**src/rtl/sprite_line_scheduler.sv**
```systemverilog
// Per-scanline sprite evaluator/arbiter feeding SLOTS renderers from a double-buffered table.
// Optional macro SPRITE_SCHED_ROTATE_EN rotates scan priority by one entry every frame.
module sprite_line_scheduler #(
  parameter int NUM_SPRITES = 8,
  parameter int SLOTS       = 4,
  parameter int SPR_H       = 8,
  parameter int V_ACTIVE    = 720,
  parameter int V_TOTAL     = 750,
  localparam int AW = $clog2(NUM_SPRITES),
  localparam int SW = (SLOTS > 1) ? $clog2(SLOTS) : 1,
  localparam int RW = (SPR_H > 1) ? $clog2(SPR_H) : 1
) (
  input  logic                 pixelClk,
  input  logic                 reset,
  input  logic signed [9:0]    verticalPix,
  input  logic                 hSync,
  input  logic                 vSync,
  input  logic                 attr_we,
  input  logic [AW-1:0]        attr_addr,
  input  logic [21:0]          attr_wdata,
  output logic                 busy,
  output logic                 slot_load,
  output logic [SW-1:0]        slot_idx,
  output logic [AW-1:0]        slot_id,
  output logic signed [10:0]   slot_x,
  output logic [RW-1:0]        slot_row,
  output logic [SLOTS-1:0]     slot_valid,
  output logic                 overflow
);

  localparam int CW = $clog2(SLOTS + 1);
  localparam logic signed [10:0] ROW_MAX    = 11'(SPR_H - 1);
  localparam logic signed [10:0] LINE_LIMIT = 11'(V_ACTIVE);
  localparam logic [10:0]        LAST_LINE  = 11'(V_TOTAL - 1);
  localparam logic [CW-1:0]      SLOTS_C    = CW'(SLOTS);
  localparam logic [AW-1:0]      LAST_POS   = AW'(NUM_SPRITES - 1);

  typedef enum logic [0:0] {S_IDLE = 1'b0, S_SCAN = 1'b1} state_t;

  state_t             state_r;
  logic [AW-1:0]      k_r;
  logic [CW-1:0]      cnt_r;
  logic [21:0]        shadow_r [NUM_SPRITES];
  logic [21:0]        active_r [NUM_SPRITES];
  logic               hs_q_r, hs_prev_r, vs_q_r, vs_prev_r;
  logic               hs_rise_s, vs_rise_s;
  logic [AW-1:0]      entry_s;
  logic [21:0]        ent_s;
  logic [10:0]        line_s;
  logic signed [10:0] next_line_s;
  logic signed [10:0] row_s;
  logic               hit_s;

  assign hs_rise_s = hs_q_r & ~hs_prev_r;
  assign vs_rise_s = vs_q_r & ~vs_prev_r;

  // Single registration stage for the timing-generator syncs plus one-deep history.
  always_ff @(posedge pixelClk or posedge reset) begin
    if (reset) begin
      hs_q_r    <= 1'b0;
      hs_prev_r <= 1'b0;
      vs_q_r    <= 1'b0;
      vs_prev_r <= 1'b0;
    end else begin
      hs_q_r    <= hSync;
      hs_prev_r <= hs_q_r;
      vs_q_r    <= vSync;
      vs_prev_r <= vs_q_r;
    end
  end

`ifdef SPRITE_SCHED_ROTATE_EN
  logic [AW-1:0] rot_r;

  // Rotation offset advances with each frame commit so dropped sprites take turns.
  always_ff @(posedge pixelClk or posedge reset) begin
    if (reset) begin
      rot_r <= {AW{1'b0}};
    end else if (vs_rise_s) begin
      rot_r <= rot_r + AW'(1);
    end
  end

  assign entry_s = rot_r + k_r;
`else
  assign entry_s = k_r;
`endif

  // Shadow takes CPU writes; active snapshots shadow at frame start (a same-cycle write misses it).
  always_ff @(posedge pixelClk or posedge reset) begin
    if (reset) begin
      for (int i = 0; i < NUM_SPRITES; i++) begin
        shadow_r[i] <= 22'd0;
        active_r[i] <= 22'd0;
      end
    end else begin
      if (vs_rise_s) begin
        for (int i = 0; i < NUM_SPRITES; i++) begin
          active_r[i] <= shadow_r[i];
        end
      end
      if (attr_we) begin
        shadow_r[attr_addr] <= attr_wdata;
      end
    end
  end

  // Hit test of the entry at the current scan position against the upcoming line.
  always_comb begin
    line_s = {1'b0, verticalPix};
    ent_s  = active_r[entry_s];
    if (line_s == LAST_LINE) begin
      next_line_s = 11'sd0;
    end else begin
      next_line_s = $signed(line_s) + 11'sd1;
    end
    row_s = next_line_s - $signed({ent_s[9], ent_s[9:0]});
    hit_s = ent_s[21] && (row_s >= 11'sd0) && (row_s <= ROW_MAX) && (next_line_s < LINE_LIMIT);
  end

  // Scan FSM: one table position per cycle, loading hits into free slots in priority order.
  always_ff @(posedge pixelClk or posedge reset) begin
    if (reset) begin
      state_r    <= S_IDLE;
      k_r        <= {AW{1'b0}};
      cnt_r      <= {CW{1'b0}};
      busy       <= 1'b0;
      slot_load  <= 1'b0;
      slot_idx   <= {SW{1'b0}};
      slot_id    <= {AW{1'b0}};
      slot_x     <= 11'sd0;
      slot_row   <= {RW{1'b0}};
      slot_valid <= {SLOTS{1'b0}};
      overflow   <= 1'b0;
    end else begin
      slot_load <= 1'b0;
      if (vs_rise_s) begin
        overflow <= 1'b0;
      end
      if (hs_rise_s) begin
        // A new line start while scanning means the previous line's result is incomplete.
        if (state_r == S_SCAN) begin
          overflow <= 1'b1;
        end
        state_r    <= S_SCAN;
        busy       <= 1'b1;
        k_r        <= {AW{1'b0}};
        cnt_r      <= {CW{1'b0}};
        slot_valid <= {SLOTS{1'b0}};
      end else begin
        case (state_r)
          S_IDLE: begin
            busy <= 1'b0;
          end
          S_SCAN: begin
            if (hit_s) begin
              if (cnt_r < SLOTS_C) begin
                slot_load               <= 1'b1;
                slot_idx                <= cnt_r[SW-1:0];
                slot_id                 <= entry_s;
                slot_x                  <= $signed(ent_s[20:10]);
                slot_row                <= row_s[RW-1:0];
                slot_valid[cnt_r[SW-1:0]] <= 1'b1;
                cnt_r                   <= cnt_r + CW'(1);
              end else begin
                overflow <= 1'b1;
              end
            end
            if (k_r == LAST_POS) begin
              state_r <= S_IDLE;
              busy    <= 1'b0;
            end else begin
              k_r <= k_r + AW'(1);
            end
          end
          default: begin
            state_r <= S_IDLE;
            busy    <= 1'b0;
          end
        endcase
      end
    end
  end

endmodule

```
**config.mk**
```make
export PLATFORM = sky130hd
export DESIGN_NAME = sprite_line_scheduler
export DESIGN_NICKNAME = d
export VERILOG_FILES = /design/src/rtl/sprite_line_scheduler.sv
export SDC_FILE = /design/constraint.sdc
export NUM_CORES = 1
export LEC_CHECK = 0
export BUFFER_PORTS_ARGS = -buffer_cell sky130_fd_sc_hd__buf_2
export CAP_MARGIN = 20
export CORE_MARGIN = 5
export CORE_UTILIZATION = 42
export CTS_BUF_LIST = sky130_fd_sc_hd__clkbuf_2
export DETAILED_ROUTE_END_ITERATION = 12
export SKIP_LAST_GASP = 1
export SLEW_MARGIN = 30
export SYNTH_ARGS = -nofsm -noshare
export SYNTH_HDL_FRONTEND = slang
export SYNTH_SLANG_ARGS = --single-unit
```
**constraint.sdc**
```tcl
create_clock -name pixelClk -period 22.7 [get_ports pixelClk]
set_input_delay 2.27 -clock pixelClk [delete_from_list [all_inputs] [get_ports pixelClk]]
set_output_delay 2.27 -clock pixelClk [all_outputs]
set_load 0.05 [all_outputs]
```
==> results by group <==
Place
  • Placed Instances: 1635
  • Placed cell area: 17700 µm²
  • Detailed Place HPWL: 20200 µm
  • Placer Congestion: 0.831
  • Pre-CTS setup slack: 16.14 ns
  • PortBufs: 65

Finish
  • Core Util, Final: 0.467
  • Layout Nets: 1269
  • Layout cell share with drive strength beyond 1: 0.531
  • Most frequent cells in the layout: dfrtp_1, mux2_2, clkbuf_2, buf_2, mux4_2
  • Filler Cell Count: between 3k and 4k
  • Area of the multi-input gates: 6780 µm²
  • Most common cell after layout, fill and taps aside: dfrtp_1
  • Register Area: 9740 µm²
  • Area Growth Syn to Fin: 10.5%
  • Fin cells: around 1.8k
  • Final instance area: about 19000 µm²

Yosys
  • Post-synth EDFFs: 0
  • Post-synthesis mux area share: 0.326
  • Yosys warns: 0
  • Area leader, netlist: dfrtp_1
  • Largest family of logic cells by synthesized area: multiplexers
  • Ranking of synthesized cells by area: dfrtp_1, mux2_2, mux4_2, ha_1, clkbuf_1
  • Synth Area in Simple Gates: 0.0315
  • Top FF cell, synth: dfrtp_1
  • Mapped cell area: 16800 µm²
  • Synth top area share: 0.580
  • Syn nets: 1146
  • Synth Area in Compound Gates: 0.0249
  • Cell variety after synth: between 50 and 60
  • Cells after Synth: 1087
  • Sequential element share of the synthesized area: 0.580
  • Synth Register Bits: roughly 390
  • Syn_area_per_cell: 15.4 µm²
  • Adder-Cell Fraction of Synth Area: 0.0146
  • Post-synthesis xor/xnor area fraction: 0.00574
  • Ys async rst share: 1.00

Pwr
  • Leakage dissipation: 8.24 nW
  • Pwr Total: 2.08 mW
  • Pwr/cell area: ~110 nW/µm²
  • Worst VDD drop: around 0.043 mV

Timing
  • Worst hold slack: 0.389 ns
  • Final period util: 0.247
  • Setup TNS: 0 ns
  • Worst clock skew: 0.0618 ns
  • RSZ-0062 raised after global routing: no
  • Final hold viol count: 0
  • Post-route setup slack: roughly 17 ns
  • Fmax: between 150 and 200 MHz
  • Min cycle time layout: approximately 5.6 ns
  • Rel. slew slack: 0.433
  • Worst-Margin Slew: approximately 0.85 ns
  • Slew Limit Fails: 0
  • Endpoints failing setup: 0

Status
  • Status: finished, final reports clean

Routing
  • Antenna Violating Nets Remaining: 0
  • DRT iter0 DRCs: 582
  • Drt total wl: 35100 µm
  • Detailed-route via count: 9462
  • DR DRC count: 0
  • WL/cell: between 15 and 20 µm
  • DR vias/cell: 5.27
  • DR pass1 iterations: 5

Clock network
  • Worst skew pair latency: 0.93 ns
  • Clock buffer depth: 3
  • Post-CTS sizing: 0
  • H-tree levels: 3
  • TritonCTS clock tree: yes
  • Root Driver: clkbuf_2
  • Clk pin slew, worst setup/hold paths: 0.08 ns
  • Post-CTS Setup Bufs: 0
  • CTS Hold Bufs: 0
  • Total CTS buffers: 98
  • TritonCTS Sinks: around 390

GRT
  • Grt met1 use: 0.232
  • Initial antenna violation count: 2
  • Largest net degree at the start of global routing: 127
  • First-pass GRT wire length: 57400 µm
  • Met2 Use GR: 0.254
  • Vias in the first global route: roughly 10k
  • GRT Residual Overflow: 0
  • Global routing usage on met3: 0.0347
  • Busiest grt layer: met2
  • Total global-route track usage: 0.164

Critical path
  • WP data required: 23.46 ns
  • Reg2Reg Depth: 11
  • Critical path capture point type: flop
  • Critical Path AT: 6.36 ns
  • Worst Setup Path Type: in -> reg
  • Worst Setup Start Kind: input port
  • Reg2reg setup slack: 17.51 ns
  • CP max FO: 19

Floorplan
  • Die height: 210 µm
  • Core area: 39600 µm²
  • Site Rows: 73
  • Die width: between 200 and 250 µm
  • # IOs: 66
  • Die area: around 44000 µm²
  • Starting Density: 0.423

Hold path
  • Hold Crit Depth: 0
  • Hold Path Class: reg -> reg

Run
  • Max-cap violations: 0
-- where the power goes --
part,leakage (nW),total (mW),internal (mW),switching (mW)
sequential,4.72,0.981,0.871,0.110
combinational,2.91,0.667,0.354,0.313
clock,0.613,0.428,0.160,0.268
total,8.24,2.08,1.38,0.691
-- final timing paths --
check                          startpoint           end
max                        verticalPix[1]    slot_id[0]
min reg2reg                        vs_q_r     vs_prev_r
min in group asynchronous           reset     slot_x[7]
min                                vs_q_r     vs_prev_r
max in group asynchronous           reset  shadow_r[87]
max reg2reg                    entry_s[0]    slot_id[0]
-- routing by layer --
metal,share of wire,vias up
li1,-,4277
met1,0.48,4920
met2,0.46,215
met3,0.046,48
met4,0.016,2
met5,0.00034,-
-- cell type report --
cell class	instances	share of cell area
Clock buffer	138	0.0373
Timing Repair Buffer	83	0.0275
Antenna cell	1	0.000135
Sequential cell	389	0.526
Clock inverter	20	0.00452
Multi-Input combinational cell	624	0.366
Tap cell	525	0.0354
Inverter	14	0.00351
-- synthesized netlist by cell type, types with 2 or more instances --
library cell	number
nor3b_1	2
or2_2	3
and3_1	2
or3_1	3
buf_2	2
mux2i_1	14
o21ai_0	10
a21oi_1	10
mux2_4	9
o211ai_1	2
a211oi_1	2
o22ai_1	5
inv_1	14
nand4b_1	4
a211o_1	3
a31o_2	3
xor2_1	4
nor4b_1	2
nor3_1	5
xnor2_1	7
mux4_2	44
a21o_1	4
dfrtp_1	389
o2111ai_1	2
o21a_1	3
nor2_1	18
nor2b_1	6
nor4_1	5
buf_1	13
nand2b_1	7
ha_1	18
mux2_2	373
nand3_1	5
nand4_1	4
clkbuf_1	44
nand2_1	27
-- state kept, by name, indices dropped and copies added (netlist names), 2 cells and up --
register and flops:
slot_x 11, slot_valid 4, slot_row 3, cnt_r 3, active_r 176, entry_s 3, slot_idx 2, slot_id 3
shadow_r 176
-- worst max-delay path, cell delays in order --
cell and delay [ns]:
buf_2 0.12, inv_1 0.05, ha_1 0.13, nand4b_1 0.15, or3_1 0.39, nor2_1 0.28
or2_2 0.18, ha_1 0.15, inv_1 0.05, fa_1 0.39, a21o_1 0.23, a31o_2 0.28
a22oi_1 0.17, nand4_1 0.16, a2111oi_4 0.32, nand4_4 0.54, mux2_4 0.48
-- logic make-up (layout without fill, tap and decap cells) --
logic type,Yosys count,in the layout
adder cells (fa/ha/maj),19,19
buffers and inverters,74,255
XOR/XNOR,11,11
other,0,1
flip-flops,389,389
multiplexers,440,440
AO/OA/AOI/OAI,56,56
AND/OR/NAND/NOR,98,98
(Power assumes the default switching activity.)
